File: config.mk
export PLATFORM = sky130hd
export DESIGN_NAME = axi4_lite_slave_regs
export DESIGN_NICKNAME = d
export VERILOG_FILES = /design/src/rtl/axi4_lite_pkg.sv /design/src/rtl/axi4_lite_reg_bank.sv /design/src/rtl/axi4_lite_slave_regs.sv
export SDC_FILE = /design/constraint.sdc
export NUM_CORES = 1
export LEC_CHECK = 0
export CORE_UTILIZATION = 35
export DETAILED_ROUTE_END_ITERATION = 10
export HOLD_SLACK_MARGIN = 0.1
export PLACE_DENSITY_LB_ADDON = 0.05
export RECOVER_POWER = 100
export SETUP_SLACK_MARGIN = 0.3
export SYNTH_ARGS = -nofsm -noshare
export SYNTH_HDL_FRONTEND = slang
export SYNTH_HIERARCHICAL = 1
export SYNTH_SLANG_ARGS = --single-unit
export TNS_END_PERCENT = 20
File: constraint.sdc
create_clock -name aclk -period 5.1 [get_ports aclk]
set_input_delay 0.765 -clock aclk [delete_from_list [all_inputs] [get_ports aclk]]
set_output_delay 0.765 -clock aclk [all_outputs]
set_load 0.05 [all_outputs]
File: src/rtl/axi4_lite_pkg.sv
`default_nettype none
// ============================================================================
// Package  : axi4_lite_pkg
// Purpose  : Shared AXI4-Lite response codes, slave FSM state encodings and
//            the address-window decode helper.
// Ports    : none (package)
// Revision : 1.0 - initial release
// ============================================================================
package axi4_lite_pkg;

    // AXI4-Lite response codes
    localparam logic [1:0] RESP_OKAY   = 2'b00;
    localparam logic [1:0] RESP_SLVERR = 2'b10;
    localparam logic [1:0] RESP_DECERR = 2'b11;

    // Write-channel FSM states
    localparam logic [1:0] W_IDLE   = 2'd0;
    localparam logic [1:0] W_COMMIT = 2'd1;
    localparam logic [1:0] W_RESP   = 2'd2;

    // Read-channel FSM states
    localparam logic [0:0] R_IDLE = 1'b0;
    localparam logic [0:0] R_RESP = 1'b1;

    // An address hits the bank when it is at or above the base and its word
    // offset from the base is below the register count. The byte lane bits
    // are discarded by the shift.
    function automatic logic addr_hit(input logic [31:0] addr,
                                      input logic [31:0] base,
                                      input int unsigned num);
        logic [31:0] off;
        off = addr - base;
        return (addr >= base) && ((off >> 2) < num);
    endfunction

endpackage
`default_nettype wire

File: src/rtl/axi4_lite_reg_bank.sv
`default_nettype none
// ============================================================================
// Module   : axi4_lite_reg_bank
// Purpose  : Array of 32-bit registers with byte-strobe write merge, a
//            one-cycle write pulse per register and a combinational read mux.
// Ports    : clk, rst            - clock, synchronous active-high reset
//            i_wr_en             - commit strobe (already range-qualified)
//            i_wr_idx/data/strb  - target register, data, byte enables
//            i_rd_idx, o_rd_data - combinational read port
//            o_reg_q             - flat register contents, reg k at [32k+:32]
//            o_reg_wr_pulse      - pulse in the cycle after reg k is written
// Revision : 1.0 - initial release
// ============================================================================
module axi4_lite_reg_bank
    import axi4_lite_pkg::*;
#(
    parameter int          NUM_REGS  = 16,
    parameter logic [31:0] RESET_VAL = 32'h0000_0000,
    parameter int          IDX_W     = 4
) (
    input  logic                     clk,
    input  logic                     rst,
    input  logic                     i_wr_en,
    input  logic [IDX_W-1:0]         i_wr_idx,
    input  logic [31:0]              i_wr_data,
    input  logic [3:0]               i_wr_strb,
    input  logic [IDX_W-1:0]         i_rd_idx,
    output logic [31:0]              o_rd_data,
    output logic [NUM_REGS*32-1:0]   o_reg_q,
    output logic [NUM_REGS-1:0]      o_reg_wr_pulse
);

    logic [31:0]          r_regs [NUM_REGS];
    logic [NUM_REGS-1:0]  r_pulse;
    logic [NUM_REGS-1:0]  w_sel;
    logic [31:0]          w_mask;

    assign w_mask = {{8{i_wr_strb[3]}}, {8{i_wr_strb[2]}},
                     {8{i_wr_strb[1]}}, {8{i_wr_strb[0]}}};

    generate
        for (genvar k = 0; k < NUM_REGS; k++) begin : g_sel
            assign w_sel[k] = i_wr_en && (i_wr_idx == IDX_W'(k));
            assign o_reg_q[32*k +: 32] = r_regs[k];
        end
    endgenerate

    // A zero strobe still selects the register, so the pulse fires even
    // though no byte changes.
    always_ff @(posedge clk) begin
        if (rst) begin
            for (int k = 0; k < NUM_REGS; k++) begin
                r_regs[k] <= RESET_VAL;
            end
            r_pulse <= '0;
        end else begin
            for (int k = 0; k < NUM_REGS; k++) begin
                if (w_sel[k]) begin
                    r_regs[k] <= (r_regs[k] & ~w_mask) | (i_wr_data & w_mask);
                end
            end
            r_pulse <= w_sel;
        end
    end

    assign o_reg_wr_pulse = r_pulse;

    always_comb begin
        o_rd_data = 32'h0;
        for (int k = 0; k < NUM_REGS; k++) begin
            if (i_rd_idx == IDX_W'(k)) begin
                o_rd_data = r_regs[k];
            end
        end
    end

endmodule
`default_nettype wire

File: src/rtl/axi4_lite_slave_regs.sv
`default_nettype none
// ============================================================================
// Module   : axi4_lite_slave_regs
// Purpose  : AXI4-Lite slave terminating reads and writes into a bank of
//            NUM_REGS byte-writable 32-bit registers.
// Ports    : aclk, areset        - clock, synchronous active-high reset
//            s_aw*/s_w*/s_b*     - write address, data and response channels
//            s_ar*/s_r*          - read address and data channels
//            reg_q               - flat register contents
//            reg_wr_pulse        - per-register write pulse
// Revision : 1.0 - initial release
// ============================================================================
module axi4_lite_slave_regs
    import axi4_lite_pkg::*;
#(
    parameter int          NUM_REGS  = 16,
    parameter logic [31:0] BASE_ADDR = 32'h0000_0000,
    parameter logic [31:0] RESET_VAL = 32'h0000_0000
) (
    input  logic                    aclk,
    input  logic                    areset,
    input  logic [31:0]             s_awaddr,
    input  logic [3:0]              s_awcache,
    input  logic [2:0]              s_awprot,
    input  logic                    s_awvalid,
    output logic                    s_awready,
    input  logic [31:0]             s_wdata,
    input  logic [3:0]              s_wstrb,
    input  logic                    s_wvalid,
    output logic                    s_wready,
    output logic [1:0]              s_bresp,
    output logic                    s_bvalid,
    input  logic                    s_bready,
    input  logic [31:0]             s_araddr,
    input  logic [3:0]              s_arcache,
    input  logic [2:0]              s_arprot,
    input  logic                    s_arvalid,
    output logic                    s_arready,
    output logic [31:0]             s_rdata,
    output logic [1:0]              s_rresp,
    output logic                    s_rvalid,
    input  logic                    s_rready,
    output logic [NUM_REGS*32-1:0]  reg_q,
    output logic [NUM_REGS-1:0]     reg_wr_pulse
);

    localparam int c_IDX_W = (NUM_REGS > 1) ? $clog2(NUM_REGS) : 1;

    // ------------------------------------------------------------------
    // Write path state
    // ------------------------------------------------------------------
    logic        r_awready, r_aw_full;
    logic [31:0] r_awaddr;
    logic        r_wready, r_w_full;
    logic [31:0] r_wdata;
    logic [3:0]  r_wstrb;
    logic [1:0]  r_wstate;
    logic        r_bvalid;
    logic [1:0]  r_bresp;

    // ------------------------------------------------------------------
    // Read path state
    // ------------------------------------------------------------------
    logic        r_arready, r_ar_pend;
    logic [31:0] r_araddr;
    logic [0:0]  r_rstate;
    logic        r_rvalid;
    logic [31:0] r_rdata;
    logic [1:0]  r_rresp;

    logic w_aw_hs, w_w_hs, w_b_hs, w_ar_hs, w_r_hs;
    logic [31:0] w_aw_off, w_ar_off;
    logic [c_IDX_W-1:0] w_wr_idx, w_rd_idx;
    logic w_wr_hit, w_rd_hit, w_wr_en;
    logic [31:0] w_bank_rd;
    logic w_unused;

    assign w_aw_hs = s_awvalid && r_awready;
    assign w_w_hs  = s_wvalid  && r_wready;
    assign w_b_hs  = r_bvalid  && s_bready;
    assign w_ar_hs = s_arvalid && r_arready;
    assign w_r_hs  = r_rvalid  && s_rready;

    // Decode always works from the held addresses, never the live buses.
    assign w_aw_off = r_awaddr - BASE_ADDR;
    assign w_ar_off = r_araddr - BASE_ADDR;
    assign w_wr_idx = w_aw_off[c_IDX_W+1:2];
    assign w_rd_idx = w_ar_off[c_IDX_W+1:2];
    assign w_wr_hit = addr_hit(r_awaddr, BASE_ADDR, NUM_REGS);
    assign w_rd_hit = addr_hit(r_araddr, BASE_ADDR, NUM_REGS);
    assign w_wr_en  = (r_wstate == W_COMMIT) && w_wr_hit;

    // Cache/prot qualifiers carry no meaning for a plain register bank.
    assign w_unused = ^{s_awcache, s_awprot, s_arcache, s_arprot,
                        w_aw_off, w_ar_off};

    // AW holding register. Ready is registered so it stays low out of
    // reset and rises on the first edge with reset released.
    always_ff @(posedge aclk) begin
        if (areset) begin
            r_awready <= 1'b0;
            r_aw_full <= 1'b0;
            r_awaddr  <= 32'h0;
        end else if (w_b_hs) begin
            r_awready <= 1'b1;
            r_aw_full <= 1'b0;
        end else if (w_aw_hs) begin
            r_awready <= 1'b0;
            r_aw_full <= 1'b1;
            r_awaddr  <= s_awaddr;
        end else if (!r_aw_full && (r_wstate == W_IDLE)) begin
            r_awready <= 1'b1;
        end
    end

    // W holding register, mirrors the AW holder.
    always_ff @(posedge aclk) begin
        if (areset) begin
            r_wready <= 1'b0;
            r_w_full <= 1'b0;
            r_wdata  <= 32'h0;
            r_wstrb  <= 4'h0;
        end else if (w_b_hs) begin
            r_wready <= 1'b1;
            r_w_full <= 1'b0;
        end else if (w_w_hs) begin
            r_wready <= 1'b0;
            r_w_full <= 1'b1;
            r_wdata  <= s_wdata;
            r_wstrb  <= s_wstrb;
        end else if (!r_w_full && (r_wstate == W_IDLE)) begin
            r_wready <= 1'b1;
        end
    end

    // Write FSM. W_COMMIT is entered on the edge that fills the second
    // holder, so the bank write and bvalid land exactly one edge later.
    always_ff @(posedge aclk) begin
        if (areset) begin
            r_wstate <= W_IDLE;
            r_bvalid <= 1'b0;
            r_bresp  <= RESP_OKAY;
        end else begin
            case (r_wstate)
                W_IDLE: begin
                    if ((r_aw_full || w_aw_hs) && (r_w_full || w_w_hs)) begin
                        r_wstate <= W_COMMIT;
                    end
                end
                W_COMMIT: begin
                    r_bvalid <= 1'b1;
                    r_bresp  <= w_wr_hit ? RESP_OKAY : RESP_DECERR;
                    r_wstate <= W_RESP;
                end
                W_RESP: begin
                    if (w_b_hs) begin
                        r_bvalid <= 1'b0;
                        r_wstate <= W_IDLE;
                    end
                end
                default: r_wstate <= W_IDLE;
            endcase
        end
    end

    // Read FSM. The pending flag marks a captured address whose data is
    // loaded on the following edge; loading from the bank's current
    // contents gives pre-write data when a commit shares that edge.
    always_ff @(posedge aclk) begin
        if (areset) begin
            r_arready <= 1'b0;
            r_ar_pend <= 1'b0;
            r_araddr  <= 32'h0;
            r_rstate  <= R_IDLE;
            r_rvalid  <= 1'b0;
            r_rdata   <= 32'h0;
            r_rresp   <= RESP_OKAY;
        end else begin
            case (r_rstate)
                R_IDLE: begin
                    if (w_ar_hs) begin
                        r_arready <= 1'b0;
                        r_ar_pend <= 1'b1;
                        r_araddr  <= s_araddr;
                    end else if (r_ar_pend) begin
                        r_ar_pend <= 1'b0;
                        r_rvalid  <= 1'b1;
                        r_rdata   <= w_rd_hit ? w_bank_rd : 32'h0;
                        r_rresp   <= w_rd_hit ? RESP_OKAY : RESP_DECERR;
                        r_rstate  <= R_RESP;
                    end else begin
                        r_arready <= 1'b1;
                    end
                end
                R_RESP: begin
                    if (w_r_hs) begin
                        r_rvalid  <= 1'b0;
                        r_arready <= 1'b1;
                        r_rstate  <= R_IDLE;
                    end
                end
                default: r_rstate <= R_IDLE;
            endcase
        end
    end

    axi4_lite_reg_bank #(
        .NUM_REGS  (NUM_REGS),
        .RESET_VAL (RESET_VAL),
        .IDX_W     (c_IDX_W)
    ) u_bank (
        .clk            (aclk),
        .rst            (areset),
        .i_wr_en        (w_wr_en),
        .i_wr_idx       (w_wr_idx),
        .i_wr_data      (r_wdata),
        .i_wr_strb      (r_wstrb),
        .i_rd_idx       (w_rd_idx),
        .o_rd_data      (w_bank_rd),
        .o_reg_q        (reg_q),
        .o_reg_wr_pulse (reg_wr_pulse)
    );

    assign s_awready = r_awready;
    assign s_wready  = r_wready;
    assign s_bvalid  = r_bvalid;
    assign s_bresp   = r_bresp;
    assign s_arready = r_arready;
    assign s_rvalid  = r_rvalid;
    assign s_rdata   = r_rdata;
    assign s_rresp   = r_rresp;

endmodule
`default_nettype wire

* Yosys cells after proc, flatten, opt, wreduce, memory -nomap -nowiden
Memories as Yosys holds them, arrays and structs flattened. Cells that the tools add are included.
Operators by class: $lt $le $gt $ge 4, equal/unequal tests 38, muxes and demuxes 109, bitwise logic cells 53, reduce and logical (&&, ||, !) cells 46
Operators by type and width (number):
- $mux 32 | 33
- $and 32x32->32 | 17
- $or 32x32->32 | 16
- $mux 1 | 67
- $eq 4x4->1 const B | 16
- $ge 32x1->1 const B | 2
- $lt 30x5->1 const B | 2
- $eq 4x3->1 const B | 8
- $not 32->32 | 1
- $logic_and 1x1->1 | 27
- $eq 4x2->1 const B | 4
- $or 1x1->1 | 16
- $reduce_and 2->1 | 6
- $eq 4x1->1 const B | 2
- $logic_not 4->1 | 2
- $mux 2 | 4
- $pmux 1 s2 | 4
- $ne 2x2->1 const B | 3
- $pmux 2 s3 | 1
- $reduce_and 3->1 | 2
- $reduce_bool 3->1 | 2
- $ne 2x1->1 const B | 2
- $ne 3x3->1 const B | 1
- $not 1->1 | 3
- other kinds (7) | 9
Storage, ports and cells: bits in registers 163, bits in writable memories 512, output and inout port bits 569, memories 1
Memory list:
- u_bank.r_regs | words 16, width 32, read ports 16, clocked after Yosys merged registers in 0, wr ports 16, line axi4_lite_reg_bank.sv:33 | logic [31:0] r_regs [NUM_REGS];

* Logic depth before layout (Yosys ltp)
Gate-level depths: netlist of the first run.
depth after elaboration 18, gate-level depth with buffers 11, gate-level depth less buffers 7

* Modules after synthesis
Netlist of the first run, hierarchy kept.
By module, submodules not included:
- axi4_lite_reg_bank | times used 1, cells each 2552, area each 27766.6 um2, sequential area each 15695.1 um2
- axi4_lite_slave_regs | times used 1, cells each 662, area each 5743.0 um2, sequential area each 2822.7 um2

* Least setup slack after synthesis of the first run
Ideal clock, no wire load.
kind register -> register, start register r_wstate[1], end memory u_bank.r_regs[11][0], in the netlist u_bank/r_regs[0][352] (enable), setup time 428 ps, data arrival time 2751 ps, data required time 4672 ps, path slack 1921 ps, cell stages (with the launch flop) 7, path buffers 1, period minus slack after synthesis 3179 ps, cells stage by stage dfxtp_1 -> nor4b_1 -> nand4_1 -> nor2_1 -> clkbuf_2 -> nand3_1 -> o21bai_1
RTL lines:
- start: declaration | line axi4_lite_slave_regs.sv:57 | logic [1:0] r_wstate;
- start signal: assignment | line axi4_lite_slave_regs.sv:140 | r_wstate <= W_IDLE;
- start signal: assignment | line axi4_lite_slave_regs.sv:147 | r_wstate <= W_COMMIT;
- start signal: assignment | line axi4_lite_slave_regs.sv:153 | r_wstate <= W_RESP;
- end: declaration | line axi4_lite_reg_bank.sv:33

* Worst setup path in the final report of the first run
start register r_araddr[5], end register r_rdata[3], in the netlist s_rdata[3]
Between the ends: longest elaborated chain between the ends 18
Ends and longest elaborated chain:
- start: declaration | line axi4_lite_slave_regs.sv:65 | logic [31:0] r_araddr;
- start signal: assignment | line axi4_lite_slave_regs.sv:184 | r_araddr <= s_araddr;
- $logic_not 4->1 | line axi4_lite_reg_bank.sv:71 | if (i_rd_idx == IDX_W'(k)) begin
- $mux 32 (15 in a row) | line axi4_lite_reg_bank.sv:71
- $mux 32 (*) | line axi4_lite_reg_bank.sv:71
- via w_bank_rd[3] | line axi4_lite_slave_regs.sv:75 | logic [31:0] w_bank_rd;
- $mux 32 (*) | line axi4_lite_slave_regs.sv:188 | r_rdata <= w_rd_hit ? w_bank_rd : 32'h0;
- end signal: assignment | line axi4_lite_slave_regs.sv:188
- end: declaration | line axi4_lite_slave_regs.sv:68 | logic [31:0] r_rdata;
Mark *: on every way through the listed nets, which the timed path passes. The rest lies on a longest branch. A chain may end at the register's enable or synchronous reset.

==> flow_summary_export.csv, run 1 <==
group,metric,value,unit
status,outcome,"finished, violations left",
status,failed_checks,"capacitance limit, slew limit",
sta,layout_min_cycle_time,4.51,ns
floorplanning,die_height,311,um
synthesis,synthDominantCellAreaShare,45.9,%
synthesis,ys_dominant_reg_cell,"sky130_fd_sc_hd__edfxtp_1",
place,post-dp-hpwl,109,mm
pwr,power_density,341,mW/mm^2
sta,max_clock_freq,0.222,GHz
sta,relSlewSlack,-156,%
grt,antenna_found_initial,4,
cts,clk_root_buffer_cell,"sky130_fd_sc_hd__clkbuf_16",
cells_and_area,most-common-layout-cells,"sky130_fd_sc_hd__a21oi_1, sky130_fd_sc_hd__dlygate4sd3_1, sky130_fd_sc_hd__nand2b_1, sky130_fd_sc_hd__edfxtp_1, sky130_fd_sc_hd__nand2_1",
floorplanning,rows,113,
grt,grt_start_max_net_pins,138,
cts,cts.sink_count,669,
synthesis,yosysTopAreaCell,"sky130_fd_sc_hd__edfxtp_1",
grt,grt-ovfl-total,0,
worst_setup_path,worst_path_arrival_time,5.01,ns
cells_and_area,final_common_cell,"sky130_fd_sc_hd__a21oi_1",
sta,timing_hold_violations_final,0,
cts,worstSkewPairLatency,0.63,ns
sta,setup_viol,0,
cells_and_area,num-nets-final,3845,
place,place_congestion,0.927,
sta,timing_worst_slew_pin_value,3.85,ns
detailed_routing,postRouteWirelength,155,mm
worst_setup_path,endpoint_class_of_the_critical_path,"flop",
pwr,p_leak,0.0156,uW
cells_and_area,layout-drive-gt1-share,7.94,%
min_path,hold_path.class,"flop to flop",
cts,htree_num_levels,3,
cts,tritoncts.num_buffers,81,
detailed_routing,num_vias,29700,
floorplanning,core-area,0.0949,sq mm
synthesis,synth_area_leaders,"sky130_fd_sc_hd__edfxtp_1, sky130_fd_sc_hd__a21oi_1, sky130_fd_sc_hd__nand2b_1",
cts,cts_tree,"yes",
cts,cts_setup_buffers,0,
run,cap_viol_max_count,19,
detailed_routing,routed_wire_length_per_instance,30.7,um
cells_and_area,final.fill_count,8965,
detailed_routing,ant_nets,0,
floorplanning,die-area,0.0970,sq mm
place,postPlaceCellArea,0.0412,sq mm
synthesis,synthArstFlopShare,0,%
floorplanning,die_w,311,um
place,numPlacedInstances,4906,
sta,timing.final.max_slew_violations,942,
synthesis,ys_warn_count,6,
cts,cts_resized,0,
worst_setup_path,worstPathMaxFanout,52,
synthesis,synth_enable_flop_cells,512,
synthesis,synth.lib_cells_used.distinct,71,
sta,fin_crit_sh,88.4,%
worst_setup_path,required,5.61,ns
cts,buffers_from_clock_root_to_sink_at_most,3,
synthesis,synth_cells,3214,
cells_and_area,utilization,46.1,%
cts,cts.hold.buffers_added,0,
sta,worst_clock_skew,0.0228,ns
detailed_routing,drt_first_pass_iters,6,
detailed_routing,avgViaCountPerCell,5.86,
synthesis,postSynthRegisterBits,669,
worst_setup_path,worst_setup_path_start_kind,"flop",
detailed_routing,drt_initial_violations,3308,
cells_and_area,final_design_area_no_fill,0.0437,sq mm
floorplanning,initial_core_util,35.3,%
synthesis,ys_seq_area_share,55.3,%
cts,clk_transition_reported_paths,0.06,ns
worst_setup_path,worst-setup-path-type,"flop to flop",
grt,globalRouteTotalUtil,30.7,%
pwr,ir_worst_vdd,0.000231,V
sta,setup_repair_after_global_routing_missed_its_margin,"false",
grt,wire_length_of_the_first_global_routing_pass,216,mm
place,portBuffers,671,
sta,setup-tns-final,0,ns
cells_and_area,final-instance-count-excl-fill,5059,
cells_and_area,flow.area_growth_from_synthesis,30.4,%
synthesis,mapped_nets,3335,
synthesis,syn_area,0.0335,sq mm
floorplanning,i_o_pin_total,690,
synthesis,synth.avg_cell_area,10.4,sq um
detailed_routing,drc,0,
grt,grt_pass1_vias,28200,
## stage by stage
stage / hold slack, ns / setup slack, ns / total power, uW
floorplan: 0.436 / 1.92 / 7970
CTS: 0.457 / 1.32 / 15100
detailed placement: 0.450 / 1.35 / 9000
global route: 0.469 / 0.545 / 15300
finish: 0.452 / 0.594 / 14900
global placement: 0.445 / 1.42 / 8970
## final cells by class
cell class | count | area (sq um) | share of cell area, %
clock buffer | 116 | 2420 | 5.55
clock inverter | 36 | 380 | 0.871
multi-input combinational | 2210 | 13500 | 30.9
inverter | 22 | 82.6 | 0.189
timing repair buffer | 740 | 7200 | 16.5
tap | 1265 | 1580 | 3.62
antenna | 1 | 2.50 | 0.00573
sequential | 669 | 18500 | 42.4
## registers in the layout, indices dropped and copies added (netlist names), 2 cells and up
name	count
s_rdata	32
r_wstrb	4
u_bank/r_regs	512
u_bank/o_reg_wr_pulse	16
r_araddr	30
r_awaddr	30
r_wdata	32
r_wstate	2
## cell families after synthesis
| family | count (synthesis) | share of synthesized area (%) |
|---|---|---|
| AOI/OAI and AO/OA | 1116 | 19.8 |
| and+or+nand+nor | 970 | 16.2 |
| DFF | 669 | 55.3 |
| buffers and inverters | 335 | 4.45 |
| muxes | 124 | 4.23 |
## worst paths after layout
| check | start | end | slack [ns] | cells after the start |
|---|---|---|---|---|
| max | r_araddr[5]$_SDFFE_PP0P_ | s_rdata[3]$_SDFFE_PP0P_ | 0.59 | 8 |
| max reg2reg | r_araddr[5]$_SDFFE_PP0P_ | s_rdata[3]$_SDFFE_PP0P_ | 0.59 | 8 |
| min reg2reg | r_araddr[18]$_SDFFE_PP0P_ | r_araddr[18]$_SDFFE_PP0P_ | 0.45 | 2 |
| min | r_araddr[18]$_SDFFE_PP0P_ | r_araddr[18]$_SDFFE_PP0P_ | 0.45 | 2 |
## layer usage
metal	track usage [%]	up-vias	share of wire, %
met1	40.7	14900	41
met4	11.3	0	3.8
met5	0	-	0
met2	48.1	1706	45
li1	-	12800	-
met3	7.92	222	10
## critical path, cell delays in order (launching register included)
cell,delay [ns]
sky130_fd_sc_hd__dfxtp_2,1.19
sky130_fd_sc_hd__nor2b_2,0.31
sky130_fd_sc_hd__clkbuf_2,0.70
sky130_fd_sc_hd__nand2_1,0.41
sky130_fd_sc_hd__o21ai_0,0.70
sky130_fd_sc_hd__o22ai_1,0.18
sky130_fd_sc_hd__nor2_1,0.41
sky130_fd_sc_hd__nand4_1,0.17
sky130_fd_sc_hd__o32ai_2,0.26
## where the power goes
group	switching, uW	leakage, uW	total, uW	internal, uW
Clock	2450	0.00139	6080	3630
Combinational	1700	0.00763	2420	723
Sequential	275	0.00655	6400	6120
## cells in the mapped netlist, types with 11 or more instances
cell / instances
sky130_fd_sc_hd__mux2_2: 31
sky130_fd_sc_hd__o21ai_0: 144
sky130_fd_sc_hd__a32oi_1: 12
sky130_fd_sc_hd__mux2i_1: 78
sky130_fd_sc_hd__edfxtp_1: 512
sky130_fd_sc_hd__buf_4: 21
sky130_fd_sc_hd__dfxtp_1: 157
sky130_fd_sc_hd__nand3_1: 79
sky130_fd_sc_hd__buf_2: 61
sky130_fd_sc_hd__o21a_1: 29
sky130_fd_sc_hd__nand4_1: 33
sky130_fd_sc_hd__clkbuf_1: 204
sky130_fd_sc_hd__a21oi_1: 692
sky130_fd_sc_hd__o22ai_1: 34
sky130_fd_sc_hd__o2bb2ai_1: 13
sky130_fd_sc_hd__o21bai_1: 13
sky130_fd_sc_hd__a21o_1: 11
sky130_fd_sc_hd__nor3b_1: 13
sky130_fd_sc_hd__o221ai_1: 24
sky130_fd_sc_hd__o32ai_2: 30
sky130_fd_sc_hd__inv_1: 20
sky130_fd_sc_hd__nor2_1: 65
sky130_fd_sc_hd__a2bb2oi_1: 21
sky130_fd_sc_hd__nor2b_1: 20
sky130_fd_sc_hd__nand2_1: 171
sky130_fd_sc_hd__buf_1: 16
sky130_fd_sc_hd__nand2b_1: 520
sky130_fd_sc_hd__o21ai_1: 19
sky130_fd_sc_hd__nor3_1: 23
(Power assumes the default switching activity.)
==> inputs of run 2 (changes only) <==
--- a/config.mk
+++ b/config.mk
@@ -5,7 +5,10 @@
 export SDC_FILE = /design/constraint.sdc
 export NUM_CORES = 1
 export LEC_CHECK = 0
+export CELL_PAD_IN_SITES_DETAIL_PLACEMENT = 0
+export CELL_PAD_IN_SITES_GLOBAL_PLACEMENT = 2
 export CORE_UTILIZATION = 35
+export CTS_CLUSTER_DIAMETER = 80
 export DETAILED_ROUTE_END_ITERATION = 10
 export HOLD_SLACK_MARGIN = 0.1
 export PLACE_DENSITY_LB_ADDON = 0.05
==> run 2 against run 1 <==
The run still ends with capacitance limit, slew limit left. Non-clock buffer count decreased by 12. Cell count down 0.53%. Count of clock-buffer cells in the layout rose by 6. Hold slack improved by 0.0069 ns. Fmax grew 0.13%. Clock power decreased by 9.5%. Global-route usage up 0.59 points. Utilization fell by 0.35 points.
==> flow_summary_export.csv, run 2 (synthesis results as in run 1) <==
group,metric,value,unit
sta,setup-tns-final,0,ns
cts,cts.sink_count,669,
cells_and_area,flow.area_growth_from_synthesis,29.4,%
cells_and_area,largest_register_ff_count,512,
place,portBuffers,671,
sta,timing.final.max_slew_violations,938,
cells_and_area,largest_register,"u_bank/r_regs",
detailed_routing,drc,0,
detailed_routing,drt_initial_violations,3185,
grt,grt_start_max_net_pins,192,
status,failed_checks,"capacitance limit, slew limit",
sta,fin_crit_sh,88.2,%
sta,layout_min_cycle_time,4.50,ns
worst_setup_path,worstPathMaxFanout,26,
floorplanning,i_o_pin_total,690,
cts,tritoncts.num_buffers,80,
floorplanning,core-area,0.0949,sq mm
run,cap_viol_max_count,16,
cts,clk_root_buffer_cell,"sky130_fd_sc_hd__clkbuf_16",
worst_setup_path,cpMaxStageDelayCell,"sky130_fd_sc_hd__nor3_1",
min_path,hold_path.class,"flop to flop",
grt,grt-ovfl-total,0,
cts,cts.hold.buffers_added,0,
place,place_congestion,0.914,
detailed_routing,num_vias,29300,
cts,htree_num_levels,3,
worst_setup_path,cp.buffers_inverters,1,
grt,grt_use_met2,50.1,%
sta,timing_hold_violations_final,0,
cts,worstSkewPairLatency,0.64,ns
sta,setup_repair_after_global_routing_missed_its_margin,"false",
cts,clk_transition_reported_paths,0.06,ns
place,post-dp-hpwl,107,mm
detailed_routing,ant_nets,0,
floorplanning,die_w,311,um
cts,cts_setup_buffers,0,
worst_setup_path,critical_path.cell_chain,"clkbuf_2 > nor3_1 > a221oi_1 > o22ai_1 > o2111ai_1 > a21oi_1 > nand4_1 > o32ai_2",
place,place_worst_setup_slack,1.32,ns
cts,buffers_from_clock_root_to_sink_at_most,3,
grt,grt-busiest-layer,"met2",
worst_setup_path,cell_family_with_the_largest_share_of_critical_path_delay,"simple AND/OR/NAND/NOR gates",
floorplanning,initial_core_util,35.3,%
cts,cts_tree,"yes",
pwr,power_density,330,mW/mm^2
worst_setup_path,worst_path_arrival_time,5.03,ns
cells_and_area,final_common_cell,"sky130_fd_sc_hd__a21oi_1",
detailed_routing,routed_wire_length_per_instance,31.3,um
cells_and_area,layout-drive-gt1-share,7.38,%
cells_and_area,num-nets-final,3832,
worst_setup_path,critical_path.max_stage_delay,1.68,ns
pwr,p_leak,0.0154,uW
worst_setup_path,endpoint_class_of_the_critical_path,"flop",
sta,setup_viol,0,
status,outcome,"finished, violations left",
floorplanning,die_height,311,um
detailed_routing,postRouteWirelength,158,mm
floorplanning,die-area,0.0970,sq mm
sta,max_clock_freq,0.222,GHz
sta,worst_clock_skew,0.0171,ns
grt,antenna_found_initial,4,
sta,postLayoutSetupSlackWorst,0.600,ns
cells_and_area,total_inserted_antenna_cells,0,
grt,grt_pass1_vias,28000,
sta,relSlewSlack,-169,%
floorplanning,rows,113,
grt,met3_usage_in_global_routing,6.81,%
worst_setup_path,worst-setup-path-type,"flop to flop",
worst_setup_path,required,5.63,ns
grt,use_met1,41.5,%
pwr,power.total,14300,uW
pwr,ir_worst_vdd,0.000205,V
cells_and_area,most-common-layout-cells,"sky130_fd_sc_hd__a21oi_1, sky130_fd_sc_hd__dlygate4sd3_1, sky130_fd_sc_hd__nand2b_1, sky130_fd_sc_hd__edfxtp_1, sky130_fd_sc_hd__nand2_1",
grt,wire_length_of_the_first_global_routing_pass,219,mm
detailed_routing,avgViaCountPerCell,5.82,
worst_setup_path,worst_setup_path_start_kind,"flop",
grt,globalRouteTotalUtil,31.3,%
detailed_routing,drt_first_pass_iters,6,
sta,timing_worst_slew_pin_value,4.03,ns
cts,cts_resized,0,
-- run 2: final timing paths --
check,to,slack [ns],cells after the start,from
hold reg to reg,r_araddr[7]$_SDFFE_PP0P_,0.46,2,r_araddr[7]$_SDFFE_PP0P_
hold / removal,r_araddr[7]$_SDFFE_PP0P_,0.46,2,r_araddr[7]$_SDFFE_PP0P_
setup / recovery,s_rdata[15]$_SDFFE_PP0P_,0.60,8,r_araddr[2]$_SDFFE_PP0P_
setup reg to reg,s_rdata[15]$_SDFFE_PP0P_,0.60,8,r_araddr[2]$_SDFFE_PP0P_
-- run 2: routing by layer --
layer,up-vias,part of all wire (%)
met4,0,3.6
met3,240,9.2
met5,-,0
met1,14700,41
li1,12800,-
met2,1543,47
-- run 2: cell type report --
class / count / area [sq um]
Clock buffer: 122 / 2320
Tap cell: 1265 / 1580
Fill cell: 9012 / 51500
Sequential cell: 669 / 18500
Multi-Input combinational cell: 2210 / 13600
Clock inverter: 16 / 100
Timing Repair Buffer: 728 / 7150
Inverter: 22 / 82.6
-- run 2: power by group --
group	switching, uW	internal [uW]	leakage [uW]
clock	2330	3170	0.00119
sequential	278	6130	0.00655
combinational	1690	722	0.00762
total	4300	10000	0.0154
-- run 2: stage by stage --
stage | std cells | utilization [%] | area, sq um | hold slack [ns]
after floorplan | 3214 | - | 33500 | 0.436
after global placement | 4894 | 43.4 | 41200 | 0.445
after detailed placement | 4894 | 43.4 | 41200 | 0.450
after CTS | 5032 | 45.9 | 43600 | 0.464
after global routing | 5032 | 45.7 | 43400 | 0.480
final | 5032 | 45.7 | 43400 | 0.459
-- run 2: worst reg2reg max path: stages (launching register included) --
cell                        delay (ns)
sky130_fd_sc_hd__dfxtp_4          0.48
sky130_fd_sc_hd__clkbuf_2         0.51
sky130_fd_sc_hd__nor3_1           1.68
sky130_fd_sc_hd__a221oi_1         0.29
sky130_fd_sc_hd__o22ai_1          0.24
sky130_fd_sc_hd__o2111ai_1        0.39
sky130_fd_sc_hd__a21oi_1          0.36
sky130_fd_sc_hd__nand4_1          0.15
sky130_fd_sc_hd__o32ai_2          0.30
